`config.mk`:
```
export PLATFORM = sky130hd
export DESIGN_NAME = multicycle_ctrl
export DESIGN_NICKNAME = d
export VERILOG_FILES = /design/src/rtl/ctrl_pkg.sv /design/src/rtl/alu_ctrl_dec.sv /design/src/rtl/multicycle_ctrl.sv
export SDC_FILE = /design/constraint.sdc
export NUM_CORES = 1
export LEC_CHECK = 0
export CORE_UTILIZATION = 50
export CTS_CLUSTER_SIZE = 25
export DETAILED_ROUTE_END_ITERATION = 6
export GPL_TIMING_DRIVEN = 1
export PLACE_DENSITY = 0.83
export SLEW_MARGIN = 20
export SYNTH_ARGS = -nofsm -noshare
export SYNTH_HDL_FRONTEND = slang
export SYNTH_SLANG_ARGS = --single-unit
```
`constraint.sdc`:
```
create_clock -name clk -period 4.7 [get_ports clk]
set_input_delay 1.41 -clock clk [delete_from_list [all_inputs] [get_ports clk]]
set_output_delay 1.41 -clock clk [all_outputs]
set_load 0.01 [all_outputs]
```
`src/rtl/ctrl_pkg.sv`:
```
// Shared encodings for the multicycle RISC-V control unit: FSM states, opcodes
// and the select codes driven onto the datapath muxes.
package ctrl_pkg;

    typedef enum logic [3:0] {
        FETCH,
        DECODE,
        MEMADR,
        MEMREAD,
        MEMWB,
        MEMWRITE,
        EXECR,
        EXECI,
        ALUWB,
        BEQ,
        JAL,
        TRAP
    } state_t;

    localparam logic [6:0] OP_LW  = 7'd3;
    localparam logic [6:0] OP_SW  = 7'd35;
    localparam logic [6:0] OP_R   = 7'd51;
    localparam logic [6:0] OP_I   = 7'd19;
    localparam logic [6:0] OP_BEQ = 7'd99;
    localparam logic [6:0] OP_JAL = 7'd111;

    // ALUOp: what the ALU decoder is asked to produce
    localparam logic [1:0] ALUOP_ADD   = 2'b00;
    localparam logic [1:0] ALUOP_SUB   = 2'b01;
    localparam logic [1:0] ALUOP_FUNCT = 2'b10;

    localparam logic [2:0] ALU_ADD = 3'b000;
    localparam logic [2:0] ALU_SUB = 3'b001;
    localparam logic [2:0] ALU_AND = 3'b010;
    localparam logic [2:0] ALU_OR  = 3'b011;
    localparam logic [2:0] ALU_SLT = 3'b101;

    localparam logic [1:0] SRCA_PC    = 2'b00;
    localparam logic [1:0] SRCA_OLDPC = 2'b01;
    localparam logic [1:0] SRCA_A     = 2'b10;

    localparam logic [1:0] SRCB_WD   = 2'b00;
    localparam logic [1:0] SRCB_IMM  = 2'b01;
    localparam logic [1:0] SRCB_FOUR = 2'b10;

    localparam logic [1:0] RES_ALUOUT    = 2'b00;
    localparam logic [1:0] RES_DATA      = 2'b01;
    localparam logic [1:0] RES_ALURESULT = 2'b10;

    localparam logic [1:0] IMM_I = 2'b00;
    localparam logic [1:0] IMM_S = 2'b01;
    localparam logic [1:0] IMM_B = 2'b10;
    localparam logic [1:0] IMM_J = 2'b11;

    function automatic logic [1:0] imm_src_of(input logic [6:0] op);
        case (op)
            OP_SW:   return IMM_S;
            OP_BEQ:  return IMM_B;
            OP_JAL:  return IMM_J;
            default: return IMM_I;
        endcase
    endfunction

endpackage

```
`src/rtl/alu_ctrl_dec.sv`:
```
// ALU decoder: maps ALUOp/funct3/funct7 to an ALUControl code and flags
// funct3 values the ALU-type instructions do not support.
module alu_ctrl_dec
    import ctrl_pkg::*;
(
    input  logic [1:0] alu_op,
    input  logic [2:0] funct3,
    input  logic       op5,
    input  logic       funct7_bit5,
    output logic [2:0] alu_control,
    output logic       illegal
);

    logic [2:0] funct_control;

    // The illegal flag ignores alu_op so DECODE can evaluate it before EXEC
    always_comb begin
        funct_control = ALU_ADD;
        illegal       = 1'b0;
        case (funct3)
            3'b000:  funct_control = (op5 && funct7_bit5) ? ALU_SUB : ALU_ADD;
            3'b010:  funct_control = ALU_SLT;
            3'b110:  funct_control = ALU_OR;
            3'b111:  funct_control = ALU_AND;
            default: illegal = 1'b1;
        endcase
    end

    always_comb begin
        alu_control = ALU_ADD;
        case (alu_op)
            ALUOP_ADD:   alu_control = ALU_ADD;
            ALUOP_SUB:   alu_control = ALU_SUB;
            ALUOP_FUNCT: alu_control = funct_control;
            default:     alu_control = ALU_ADD;
        endcase
    end

endmodule

```
`src/rtl/multicycle_ctrl.sv`:
```
// Moore-FSM controller for the multicycle RISC-V datapath (lw, sw, R, I, beq,
// jal) with optional memory ready handshake, illegal trap and perf counters.
module multicycle_ctrl
    import ctrl_pkg::*;
#(
    parameter bit MEM_READY_EN    = 1'b0,
    parameter int CNT_W           = 32,
    parameter bit TRAP_ON_ILLEGAL = 1'b1
) (
    input  logic             clk,
    input  logic             rst,
    input  logic [6:0]       op,
    input  logic [2:0]       funct3,
    input  logic             funct7_bit5,
    input  logic             zero,
    input  logic             mem_ready,
    output logic             PCWrite,
    output logic             AdrSrc,
    output logic             MemWrite,
    output logic             IRWrite,
    output logic             mem_req,
    output logic [1:0]       ResultSrc,
    output logic [2:0]       ALUControl,
    output logic [1:0]       ALUSrcA,
    output logic [1:0]       ALUSrcB,
    output logic [1:0]       ImmSrc,
    output logic             RegWrite,
    output logic             trap,
    output logic [CNT_W-1:0] cycle_cnt,
    output logic [CNT_W-1:0] instret_cnt
);

    state_t           state_reg;
    state_t           state_next;
    logic [CNT_W-1:0] cycle_cnt_reg;
    logic [CNT_W-1:0] instret_cnt_reg;

    logic       rdy;
    logic [1:0] alu_op;
    logic       pc_update;
    logic       branch;
    logic       ir_write;
    logic       mem_write;
    logic       reg_write;
    logic       mem_access;
    logic       adr_src;
    logic [1:0] result_src;
    logic [1:0] alu_src_a;
    logic [1:0] alu_src_b;
    logic [2:0] alu_control;
    logic       f3_illegal;
    logic       op_illegal;
    logic       retire;

    assign rdy = MEM_READY_EN ? mem_ready : 1'b1;

    alu_ctrl_dec u_alu_ctrl_dec (
        .alu_op      (alu_op),
        .funct3      (funct3),
        .op5         (op[5]),
        .funct7_bit5 (funct7_bit5),
        .alu_control (alu_control),
        .illegal     (f3_illegal)
    );

    always_comb begin
        op_illegal = 1'b1;
        case (op)
            OP_LW, OP_SW, OP_BEQ, OP_JAL: op_illegal = 1'b0;
            OP_R, OP_I:                   op_illegal = f3_illegal;
            default:                      op_illegal = 1'b1;
        endcase
    end

    // Datapath controls are a pure function of state; only the ready
    // qualification in memory states looks at an input
    always_comb begin
        alu_op     = ALUOP_ADD;
        pc_update  = 1'b0;
        branch     = 1'b0;
        ir_write   = 1'b0;
        mem_write  = 1'b0;
        reg_write  = 1'b0;
        mem_access = 1'b0;
        adr_src    = 1'b0;
        result_src = RES_ALUOUT;
        alu_src_a  = SRCA_PC;
        alu_src_b  = SRCB_WD;
        case (state_reg)
            FETCH: begin
                mem_access = 1'b1;
                ir_write   = rdy;
                pc_update  = rdy;
                alu_src_b  = SRCB_FOUR;
                result_src = RES_ALURESULT;
            end
            DECODE: begin
                alu_src_a = SRCA_OLDPC;
                alu_src_b = SRCB_IMM;
            end
            MEMADR: begin
                alu_src_a = SRCA_A;
                alu_src_b = SRCB_IMM;
            end
            MEMREAD: begin
                adr_src    = 1'b1;
                mem_access = 1'b1;
            end
            MEMWB: begin
                result_src = RES_DATA;
                reg_write  = 1'b1;
            end
            MEMWRITE: begin
                adr_src    = 1'b1;
                mem_access = 1'b1;
                mem_write  = rdy;
            end
            EXECR: begin
                alu_src_a = SRCA_A;
                alu_src_b = SRCB_WD;
                alu_op    = ALUOP_FUNCT;
            end
            EXECI: begin
                alu_src_a = SRCA_A;
                alu_src_b = SRCB_IMM;
                alu_op    = ALUOP_FUNCT;
            end
            ALUWB: begin
                reg_write = 1'b1;
            end
            BEQ: begin
                alu_src_a = SRCA_A;
                alu_src_b = SRCB_WD;
                alu_op    = ALUOP_SUB;
                branch    = 1'b1;
            end
            JAL: begin
                alu_src_a = SRCA_OLDPC;
                alu_src_b = SRCB_FOUR;
                pc_update = 1'b1;
            end
            default: begin
            end
        endcase
    end

    always_comb begin
        state_next = state_reg;
        case (state_reg)
            FETCH:   state_next = rdy ? DECODE : FETCH;
            DECODE: begin
                if (op_illegal) begin
                    state_next = TRAP_ON_ILLEGAL ? TRAP : FETCH;
                end else begin
                    case (op)
                        OP_LW, OP_SW: state_next = MEMADR;
                        OP_R:         state_next = EXECR;
                        OP_I:         state_next = EXECI;
                        OP_BEQ:       state_next = BEQ;
                        default:      state_next = JAL;
                    endcase
                end
            end
            MEMADR:   state_next = (op == OP_LW) ? MEMREAD : MEMWRITE;
            MEMREAD:  state_next = rdy ? MEMWB : MEMREAD;
            MEMWB:    state_next = FETCH;
            MEMWRITE: state_next = rdy ? FETCH : MEMWRITE;
            EXECR:    state_next = ALUWB;
            EXECI:    state_next = ALUWB;
            ALUWB:    state_next = FETCH;
            BEQ:      state_next = FETCH;
            JAL:      state_next = ALUWB;
            TRAP:     state_next = TRAP;
            default:  state_next = FETCH;
        endcase
    end

    // jal retires through ALUWB, so it is counted exactly once there
    assign retire = (state_reg == MEMWB) || (state_reg == ALUWB) ||
                    (state_reg == BEQ) || ((state_reg == MEMWRITE) && rdy);

    always_ff @(posedge clk) begin
        if (rst) begin
            state_reg       <= FETCH;
            cycle_cnt_reg   <= '0;
            instret_cnt_reg <= '0;
        end else begin
            state_reg <= state_next;
            if (state_reg != TRAP) begin
                cycle_cnt_reg <= cycle_cnt_reg + CNT_W'(1);
            end
            if (retire) begin
                instret_cnt_reg <= instret_cnt_reg + CNT_W'(1);
            end
        end
    end

    assign PCWrite     = !rst && (pc_update || (branch && zero));
    assign IRWrite     = !rst && ir_write;
    assign MemWrite    = !rst && mem_write;
    assign RegWrite    = !rst && reg_write;
    assign mem_req     = !rst && mem_access;
    assign trap        = !rst && (state_reg == TRAP);
    assign AdrSrc      = adr_src;
    assign ResultSrc   = result_src;
    assign ALUControl  = alu_control;
    assign ALUSrcA     = alu_src_a;
    assign ALUSrcB     = alu_src_b;
    assign ImmSrc      = imm_src_of(op);
    assign cycle_cnt   = cycle_cnt_reg;
    assign instret_cnt = instret_cnt_reg;

endmodule

```
==> run summary, run 1 <==
failing checks -> DRC
PortBufs -> 95
first-pass GRT wire length -> 13300 um
vias in the first global route -> 2950
final WL -> 7820 um
total gr overflow -> 0
GPL Wtd Cong -> 0.813
hpwl dp -> 5450 um
Yosys warnings -> 0
TritonRoute pass-1 iters -> 7
Setup Viol. Count Final -> 0
Final Cycle Share -> 96.2%
share of layout cells above drive strength 1 -> 5.19%
Area Growth Syn to Fin -> 33.5%
# rows -> 29
DRC -> 6
Max Cap Viol -> 0
post-synthesis adder-cell area fraction -> 1.46%
Vias/cell -> 5.43
die height -> 84.7 um
Initial Util -> 52.9%
clk buf depth -> 2
CP Capture Type -> output pin
Finished Core Util -> 70.6%
Slowest Stage Delay on Critical Path -> 520 ps
Reg2Reg Depth -> 5
PostCTS Resize Cnt -> 0
asr flop ratio synth -> 0%
share of the synthesized area in the top cell type -> 39.8%
Max Slew Vio Count -> 0
most common cell after layout, fill and taps aside -> clkdlybuf4s50_1
Slowest-stage cell, CP -> clkdlybuf4s50_1
Worst Path Required -> 3290 ps
worst skew pair latency -> 340 ps
Top Family by Delay on Critical Path -> buffers and inverters
initial antenna violation count -> 0
clock skew -> 8.97 ps
sequence of cells on the critical path -> clkdlybuf4s50_1 -> nor2b_1 -> nand4_1 -> nor2_1 -> a21o_1 -> clkdlybuf4s50_1
fin crit period -> 4520 ps
post-synthesis sequential area ratio -> 39.8%
setup bufs post-CTS -> 0
status -> complete, but fails checks
CTS buffer count -> 9
FMAX -> 0.221 GHz
Post-CTS Hold Fix Bufs -> 0
n_diodes -> 0
largest net degree at the start of global routing -> 53
hold depth -> 2
Synth Area in Simple Gates -> 33.2%
placed instance count -> 564
CTS tree -> built
DR vias -> 3136
synth top area cells -> dfxtp_1 40%, xor2_1 13%, nor2_1 8.7%, nand3_1 4.4%, nand4_1 4.4%
worst hold path class -> flip-flop to flip-flop
Mapped Area -> 3420 sq um
Tot Pwr -> 0.00133 W
Yosys top cell by area -> dfxtp_1
Core Footprint -> 6460 sq um
area share of xor/xnor cells in the synthesized design -> 16.7%
worst-path maximum fanout -> 4
Root Buffer -> clkbuf_8
Non-Filler Instances -> 578
most frequent cells in the layout -> 94 x clkdlybuf4s50_1, 79 x nor2_1, 68 x dfxtp_1
CTS sink cnt -> 68
Critical Path Stages -> 6
#FFs+latches synth -> 68
most used cell, CP -> clkdlybuf4s50_1
VDD IR max -> 0.185 mV
Die W -> 84.7 um
# fillers -> 517
Post-synth top flop -> dfxtp_1
Pleak -> 1.68 nW
WP buf/inv -> 2
Power Density -> 292 nW/um^2
syn_nets -> 428
post-DR wirelength/cell -> 13.5 um
post-synth cell types -> 42
number of flops mapped to enable cells by yosys -> 0
NumNets Final -> 517
mux contribution to synthesized area -> 0%
Slew @ Worst Pin -> 842 ps
setup_tns -> 0 ps
Hold Violations, Final -> 0
full die area -> 7170 sq um
Max transition margin -> 43.4%
Antenna Nets Post-Route -> 0
H-tree Lvls -> 3
main combinational cell family by area after synthesis -> simple AND/OR/NAND/NOR gates
synthesized area per cell -> 8.35 sq um
gr usage total -> 22.6%
Clk pin slew, worst setup/hold paths -> 70 ps
Cells after Synth -> 409
Setup CP Type -> input port to output pin
unrepaired setup endpoints after global routing -> no
Setup crit start kind -> input port
DR iter-0 viols -> 109
io pins -> 97
Synth Area in Compound Gates -> 4.21%
crit path DAT -> 3110 ps
-- area by class of cell --
class	instances	area (sq um)	share of cell area, %
Clock inverter	2	35.0	0.768
Inverter	9	33.8	0.741
Timing Repair Buffer	98	968	21.2
Tap cell	77	96.3	2.11
Clock buffer	12	155	3.40
Multi-Input combinational cell	312	1910	41.9
Sequential cell	68	1360	29.8
-- power by group --
part,internal (W),switching (W),total [W]
Combinational,0.000120,0.000120,0.000240
Clock,0.000268,0.000203,0.000470
Sequential,0.000590,0.0000335,0.000624
-- final timing paths --
kind	slack, ps	from	endpoint
max	180	op[5]	ImmSrc[0]
min reg2reg	490	cycle_cnt[1]$_SDFFE_PP0N_	cycle_cnt[1]$_SDFFE_PP0N_
max reg2reg	2320	state_reg[3]$_SDFF_PP0_	instret_cnt[20]$_SDFFE_PP0P_
min	490	cycle_cnt[1]$_SDFFE_PP0N_	cycle_cnt[1]$_SDFFE_PP0N_
-- synth_stat cells (2+ instances only) --
| cell | number |
|---|---|
| nor2_1 | 79 |
| dfxtp_1 | 68 |
| xor2_1 | 49 |
| nand3_1 | 30 |
| nand2_1 | 24 |
| nand4_1 | 24 |
| xnor2_1 | 16 |
| nor3_1 | 14 |
| clkbuf_1 | 13 |
| and3_1 | 11 |
| a21oi_1 | 10 |
| inv_1 | 9 |
| and4_1 | 6 |
| o21ai_0 | 5 |
| ha_1 | 4 |
| a31oi_1 | 3 |
| nand2b_1 | 3 |
| nor2b_1 | 3 |
| nor3b_1 | 3 |
| nor4_1 | 3 |
| nor4b_1 | 3 |
| a211o_1 | 2 |
| and2_1 | 2 |
| and4b_1 | 2 |
| buf_2 | 2 |
| clkbuf_8 | 2 |
| nor4_2 | 2 |
| or3_1 | 2 |
| or4_1 | 2 |
-- worst reg2reg max path: cells and delay by family, from the launching register on --
family,cells,cell delay (ps)
simple gates,3,1000
flops,1,750
xor+xnor,2,510
-- layer usage --
metal / share of wire, % / track usage [%]
met1: 45 / 27.4
met2: 49 / 38.9
met3: 4.5 / 5.01
met4: 1.5 / 9.24
met5: 0 / 0
-- cells by family (layout without fill, tap and decap cells) --
kind of cell / Yosys count / after routing
and+or+nand+nor: 219 / 219
buffers and inverters: 29 / 121
xor gates and xnor gates: 65 / 65
DFF: 68 / 68
adders and majority gates: 4 / 4
AOI/OAI and AO/OA: 24 / 24
-- stage by stage --
| stage | instance area [sq um] | worst slack, ps | hold WS [ps] |
|---|---|---|---|
| 2_1_floorplan | 3420 | 1140 | 504 |
| 3_3_place_gp | 4360 | 232 | 476 |
| 3_5_place_dp | 4370 | 196 | 485 |
| 4_1_cts | 4560 | 176 | 496 |
| 5_1_grt | 4560 | 81.5 | 544 |
| 6_report | 4560 | 179 | 494 |
(Power assumes the default switching activity.)
==> run 2, diff against run 1 <==
--- a/config.mk
+++ b/config.mk
@@ -5,10 +5,12 @@
 export SDC_FILE = /design/constraint.sdc
 export NUM_CORES = 1
 export LEC_CHECK = 0
+export CAP_MARGIN = 20
 export CORE_UTILIZATION = 50
 export CTS_CLUSTER_SIZE = 25
 export DETAILED_ROUTE_END_ITERATION = 6
 export GPL_TIMING_DRIVEN = 1
+export MAX_ROUTING_LAYER = met4
 export PLACE_DENSITY = 0.83
 export SLEW_MARGIN = 20
 export SYNTH_ARGS = -nofsm -noshare
==> run 2 against run 1 <==
  * The run still ends with DRC left
  * Die area is the same
  * Routed wire length hardly changed
  * Non-clock buffer count is the same
  * Sequential share of layout area did not move
  * Combinational power barely moved
  * Highest routed layer unchanged
==> run summary, run 2 (synthesis results as in run 1) <==
share of layout cells above drive strength 1 -> 5.19% (unchanged)
failing checks -> DRC
clk buf depth -> 2 (unchanged)
met1 GRT Util -> 28.1% (+0.61 points)
DR vias -> 3129 (-0.22%)
Hold Violations, Final -> 0 (unchanged)
met3 Usage GRT -> 4.62% (-0.39 points)
Worst Hold Path EP -> cycle_cnt[1]$_SDFFE_PP0N_
# rows -> 29 (unchanged)
Antenna Nets Post-Route -> 0 (unchanged)
NumNets Final -> 517 (unchanged)
Slowest Stage Delay on Critical Path -> 520 ps (about the same)
worst setup margin -> 191 ps (+12.5 ps)
Clk pin slew, worst setup/hold paths -> 70 ps (about the same)
Max Slew Vio Count -> 0 (unchanged)
Setup CP Type -> input port to output pin
H-tree Lvls -> 3 (unchanged)
setup_tns -> 0 ps (unchanged)
DR iter-0 viols -> 117 (+7.3%)
final WL -> 7820 um (about the same)
Clock Power Share -> 35.2% (about the same)
FMAX -> 0.222 GHz (+0.28%)
post-DR wirelength/cell -> 13.5 um (about the same)
initial antenna violation count -> 0 (unchanged)
Pleak -> 1.68 nW (unchanged)
worst hold path class -> flip-flop to flip-flop
CTS buffer count -> 9 (unchanged)
worst-path maximum fanout -> 4 (unchanged)
clock skew -> 9.72 ps (+0.750 ps)
total gr overflow -> 0 (unchanged)
status -> complete, but fails checks
unrepaired setup endpoints after global routing -> no
most common cell after layout, fill and taps aside -> clkdlybuf4s50_1
TritonRoute pass-1 iters -> 6 (-1)
Setup crit start kind -> input port
Die W -> 84.7 um (unchanged)
fin crit period -> 4510 ps (-12.5 ps)
Reg2Reg Depth -> 5 (unchanged)
gr usage total -> 23.4% (+0.78 points)
crit path DAT -> 3100 ps (about the same)
GPL Wtd Cong -> 0.825 (+1.5%)
hold depth -> 2 (unchanged)
full die area -> 7170 sq um (unchanged)
net switching power -> 0.000356 W (about the same)
largest net degree at the start of global routing -> 53 (unchanged)
sequence of cells on the critical path -> clkdlybuf4s50_1 -> nor2b_1 -> nand4_1 -> nor2_1 -> a21o_1 -> clkdlybuf4s50_1
Max transition margin -> 42.0% (-1.4 points)
VDD IR max -> 0.186 mV (+0.21%)
PortBufs -> 95 (unchanged)
Power Density -> 292 nW/um^2 (about the same)
Root Buffer -> clkbuf_8
Tot Pwr -> 0.00133 W (about the same)
vias in the first global route -> 2935 (-0.51%)
n_diodes -> 0 (unchanged)
Comb power frac -> 18.0% (about the same)
CTS sink cnt -> 68 (unchanged)
hpwl dp -> 5450 um (unchanged)
first-pass GRT wire length -> 13300 um (+0.32%)
GR peak layer -> met2
Worst Path Required -> 3290 ps (about the same)
r2r setup slk -> 2300 ps (-20 ps)
setup bufs post-CTS -> 0 (unchanged)
Core Footprint -> 6460 sq um (unchanged)
Slew @ Worst Pin -> 863 ps (+21.2 ps)
Max Cap Viol -> 0 (unchanged)
Vias/cell -> 5.41 (-0.22%)
Place WS -> 196 ps (unchanged)
Power Internal -> 0.000978 W (about the same)
Initial Util -> 52.9% (unchanged)
most frequent cells in the layout -> 94 x clkdlybuf4s50_1, 79 x nor2_1, 68 x dfxtp_1
DRC -> 6 (unchanged)
sequential share of power -> 46.8% (about the same)
Slowest-stage cell, CP -> clkdlybuf4s50_1
die height -> 84.7 um (unchanged)
Area Growth Syn to Fin -> 33.5% (unchanged)
switching share of power -> 26.7% (about the same)
PostCTS Resize Cnt -> 0 (unchanged)
R2R Path Start -> state_reg[3]$_SDFF_PP0_
Post-CTS Hold Fix Bufs -> 0 (unchanged)
Reg2Reg Capture Point -> instret_cnt[20]$_SDFFE_PP0P_
CP Capture Type -> output pin
met2 Resource Use GR -> 38.7% (-0.15 points)
worst skew pair latency -> 340 ps (about the same)
most used cell, CP -> clkdlybuf4s50_1
Setup Viol. Count Final -> 0 (unchanged)
io pins -> 97 (unchanged)
worst hold start -> cycle_cnt[1]$_SDFFE_PP0N_
CTS tree -> built
Final Cycle Share -> 95.9% (-0.27 points)
run 2: cell counts in the layout (fill, tap and decap cells not counted):
No cell type changed its count.
run 2: per-layer routing:
| metal | up-vias | part of all wire, % |
|---|---|---|
| li1 | 1574 | - |
| met1 | 1464 | 45 |
| met2 | 80 | 49 |
| met3 | 11 | 4.8 |
| met4 | 0 | 1.6 |
| met5 | - | 0 |
run 2: how the worst max path moves through the flow:
stage                from        end  depth (start not counted)
finish              op[5]  ImmSrc[0]                          6
global route        op[5]  ImmSrc[0]                          6
CTS                 op[5]  ImmSrc[0]                          6
detailed placement  op[5]  ImmSrc[0]                          6
global placement    op[5]  ImmSrc[0]                          6
floorplan             rst   RegWrite                          3
run 2: metrics by stage:
| stage | cell area (sq um) | cells | hold WS, ps | util (%) |
|---|---|---|---|---|
| floorplan | 3420 | 409 | 504 | - |
| global route | 4560 | 578 | 544 | 70.6 |
| global placement | 4360 | 564 | 476 | 67.6 |
| detailed placement | 4370 | 564 | 485 | 67.7 |
| finish | 4560 | 578 | 501 | 70.6 |
| CTS | 4560 | 578 | 496 | 70.6 |
run 2: power by group through the flow:
stage               Combinational [W]  Clock [W]  Sequential [W]
finish                       0.000240   0.000470        0.000624
global route                 0.000265   0.000506        0.000628
CTS                          0.000241   0.000483        0.000623
detailed placement           0.000237          0        0.000636
global placement             0.000234          0        0.000635
floorplan                    0.000165          0        0.000616
run 2: area by class of cell:
class	instances	area [sq um]
timing repair buffer	98	968
clock buffer	12	155
tap	77	96.3
inverter	9	33.8
clock inverter	2	35.0
fill	517	1900
sequential	68	1360
multi-input combinational	312	1910
run 2: critical path, delay by kind of cell:
family,cells,cell delay (ps)
buf+inv,2,1040
simple gates,3,550
compound gates,1,100
==> run 3, diff against run 2 <==
--- a/config.mk
+++ b/config.mk
@@ -6,12 +6,14 @@
 export NUM_CORES = 1
 export LEC_CHECK = 0
 export CAP_MARGIN = 20
-export CORE_UTILIZATION = 50
+export CELL_PAD_IN_SITES_DETAIL_PLACEMENT = 0
+export CELL_PAD_IN_SITES_GLOBAL_PLACEMENT = 2
+export CORE_UTILIZATION = 29
 export CTS_CLUSTER_SIZE = 25
 export DETAILED_ROUTE_END_ITERATION = 6
 export GPL_TIMING_DRIVEN = 1
 export MAX_ROUTING_LAYER = met4
-export PLACE_DENSITY = 0.83
+export PLACE_DENSITY_LB_ADDON = 0.1
 export SLEW_MARGIN = 20
 export SYNTH_ARGS = -nofsm -noshare
 export SYNTH_HDL_FRONTEND = slang
==> run 3 against run 2 <==
  * The flow now finishes without violations
  * Register-to-register slack gained 130 ps
  * Final area grew 5.6%
  * Maximum frequency shrank 0.39%
  * Final cell count grew 12%
  * Total power grew 25%
  * Clock power grew 70%
  * Die area grew 70%
  * Clock skew shrank 3.9 ps
  * Global-route usage shrank 8.6 points
  * Non-clock buffer count grew 1
  * Critical endpoint unchanged
  * Routed wire length grew 8.1%
  * First-iteration DRC count shrank 2.6%
==> run summary, run 3 (synthesis results as in run 1) <==
clk buf depth -> 2 (unchanged)
io pins -> 97 (unchanged)
final instance area -> 4820 sq um (+5.6%)
Die W -> 111 um (+31%)
Initial Util -> 29.8% (-23 points)
gr usage total -> 14.9% (-8.6 points)
WP buf/inv -> 2 (unchanged)
CTS sink cnt -> 68 (unchanged)
DR iter-0 viols -> 114 (-2.6%)
setup bufs post-CTS -> 0 (unchanged)
Vias/cell -> 4.72 (-13%)
setup_tns -> 0 ps (unchanged)
# fillers -> 1150 (+120%)
Final Cycle Share -> 96.3% (+0.37 points)
Power Density -> 345 nW/um^2 (+18%)
initial antenna violation count -> 0 (unchanged)
DR vias -> 3057 (-2.3%)
CP Capture Type -> output pin
fin crit period -> 4530 ps (+17.5 ps)
Area Growth Syn to Fin -> 41.0%
full die area -> 12200 sq um (+70%)
clock skew -> 5.81 ps (-3.91 ps)
Setup crit start kind -> input port
Pleak -> 1.74 nW (+3.7%)
VDD IR max -> 0.201 mV (+8.1%)
hpwl dp -> 5920 um (+8.5%)
sequential share of power -> 37.8% (-9.0 points)
worst setup margin -> 174 ps (-17.5 ps)
Slowest Stage Delay on Critical Path -> 530 ps (about the same)
most used cell, CP -> clkdlybuf4s50_1
die height -> 111 um (+31%)
# rows -> 39 (+34%)
PortBufs -> 95 (unchanged)
largest net degree at the start of global routing -> 39 (-26%)
n_diodes -> 0 (unchanged)
unrepaired setup endpoints after global routing -> no
Core Footprint -> 11500 sq um (+78%)
Post-CTS Hold Fix Bufs -> 0 (unchanged)
most frequent cells in the layout -> 94 x clkdlybuf4s50_1, 79 x nor2_1, 68 x dfxtp_1
total gr overflow -> 0 (unchanged)
Power Internal -> 0.00126 W (+29%)
DRC -> 0 (-6)
Max transition margin -> 40.9% (-1.1 points)
GPL Wtd Cong -> 0.773 (-6.3%)
FMAX -> 0.221 GHz (-0.39%)
NumNets Final -> 518 (+0.19%)
Comb power frac -> 14.0% (-4.0 points)
CTS tree -> built
most common cell after layout, fill and taps aside -> clkdlybuf4s50_1
Slew @ Worst Pin -> 880 ps (+16.9 ps)
Antenna Nets Post-Route -> 0 (unchanged)
Hold Violations, Final -> 0 (unchanged)
crit path DAT -> 3120 ps (+20 ps)
CTS buffer count -> 9 (unchanged)
TritonRoute pass-1 iters -> 4 (-2)
Max Cap Viol -> 0 (unchanged)
Post-Place Cell Area -> 4460 sq um (+2.0%)
share of layout cells above drive strength 1 -> 5.95% (+0.76 points)
net switching power -> 0.000404 W (+13%)
worst-path maximum fanout -> 4 (unchanged)
final WL -> 8460 um (+8.1%)
Slowest-stage cell, CP -> clkdlybuf4s50_1
post-DR wirelength/cell -> 13.1 um (-3.4%)
Setup CP Type -> input port to output pin
status -> complete, no violations
Max Slew Vio Count -> 0 (unchanged)
H-tree Lvls -> 3 (unchanged)
first-pass GRT wire length -> 14200 um (+7.1%)
switching share of power -> 24.3% (-2.4 points)
worst hold path class -> flip-flop to flip-flop
Clock Power Share -> 48.2% (+13 points)
vias in the first global route -> 2930 (-0.17%)
Worst Path Required -> 3290 ps (about the same)
Root Buffer -> clkbuf_16
Clk pin slew, worst setup/hold paths -> 50 ps (-20 ps)
Setup Viol. Count Final -> 0 (unchanged)
sequence of cells on the critical path -> clkdlybuf4s50_1 -> nor2b_1 -> nand4_1 -> nor2_1 -> a21o_1 -> clkdlybuf4s50_1
PostCTS Resize Cnt -> 0 (unchanged)
Top Family by Delay on Critical Path -> buffers and inverters
worst skew pair latency -> 330 ps (about the same)
Place WS -> 208 ps (+11.6 ps)
-- run 3: cell count changes in the layout (fill, tap and decap cells not counted), sizes merged --
cell / before / now
buf: 4 / 5
bufinv: 1 / 3
-- run 3: final cells by class --
cell class / count / area [sq um] / share of cell area (%)
Sequential cell: 68 / 1360 / 28.2
Inverter: 9 / 33.8 / 0.701
Tap cell: 143 / 179 / 3.71
Multi-Input combinational cell: 312 / 1920 / 39.8
Clock buffer: 12 / 256 / 5.32
Timing Repair Buffer: 99 / 976 / 20.2
Clock inverter: 4 / 95.1 / 1.97
-- run 3: worst register-to-register path, stage by stage, from the launching register on --
cell and delay (ps):
dfxtp_1 680, and4b_1 390, nor4_4 660, nand4_1 200
xor2_1 180, nor2_1 50
-- run 3: power groups by stage --
stage	Sequential, W	Clock (W)	Combinational, W
2_1_floorplan	0.000616	0	0.000165
3_3_place_gp	0.000641	0	0.000237
3_5_place_dp	0.000641	0	0.000235
4_1_cts	0.000628	0.000822	0.000237
5_1_grt	0.000635	0.000849	0.000256
6_report	0.000628	0.000800	0.000233
-- run 3: final timing paths --
path | from | endpoint | slack (ps) | depth (start not counted)
setup / recovery | op[5] | ImmSrc[0] | 170 | 6
hold / removal | instret_cnt[31]$_SDFFE_PP0P_ | instret_cnt[31]$_SDFFE_PP0P_ | 510 | 2
setup reg to reg | state_reg[2]$_SDFF_PP0_ | cycle_cnt[28]$_SDFFE_PP0N_ | 2430 | 5
hold reg to reg | instret_cnt[31]$_SDFFE_PP0P_ | instret_cnt[31]$_SDFFE_PP0P_ | 510 | 2
-- run 3: per-stage QoR --
stage	utilization, %	hold WS (ps)	std cells	total power (W)
2_1_floorplan	-	504	409	0.000781
3_3_place_gp	38.9	494	631	0.000879
3_5_place_dp	38.9	504	631	0.000876
4_1_cts	42.0	511	647	0.00169
5_1_grt	42.0	533	647	0.00174
6_report	42.0	509	647	0.00166
-- run 3: layer usage --
layer / vias to the layer above / wire length (um) / global-route usage [%]
li1: 1585 / - / -
met1: 1401 / 4160 / 18.6
met2: 61 / 3830 / 22.7
met3: 10 / 318 / 3.40
met4: 0 / 149 / 6.93
met5: - / 0 / -
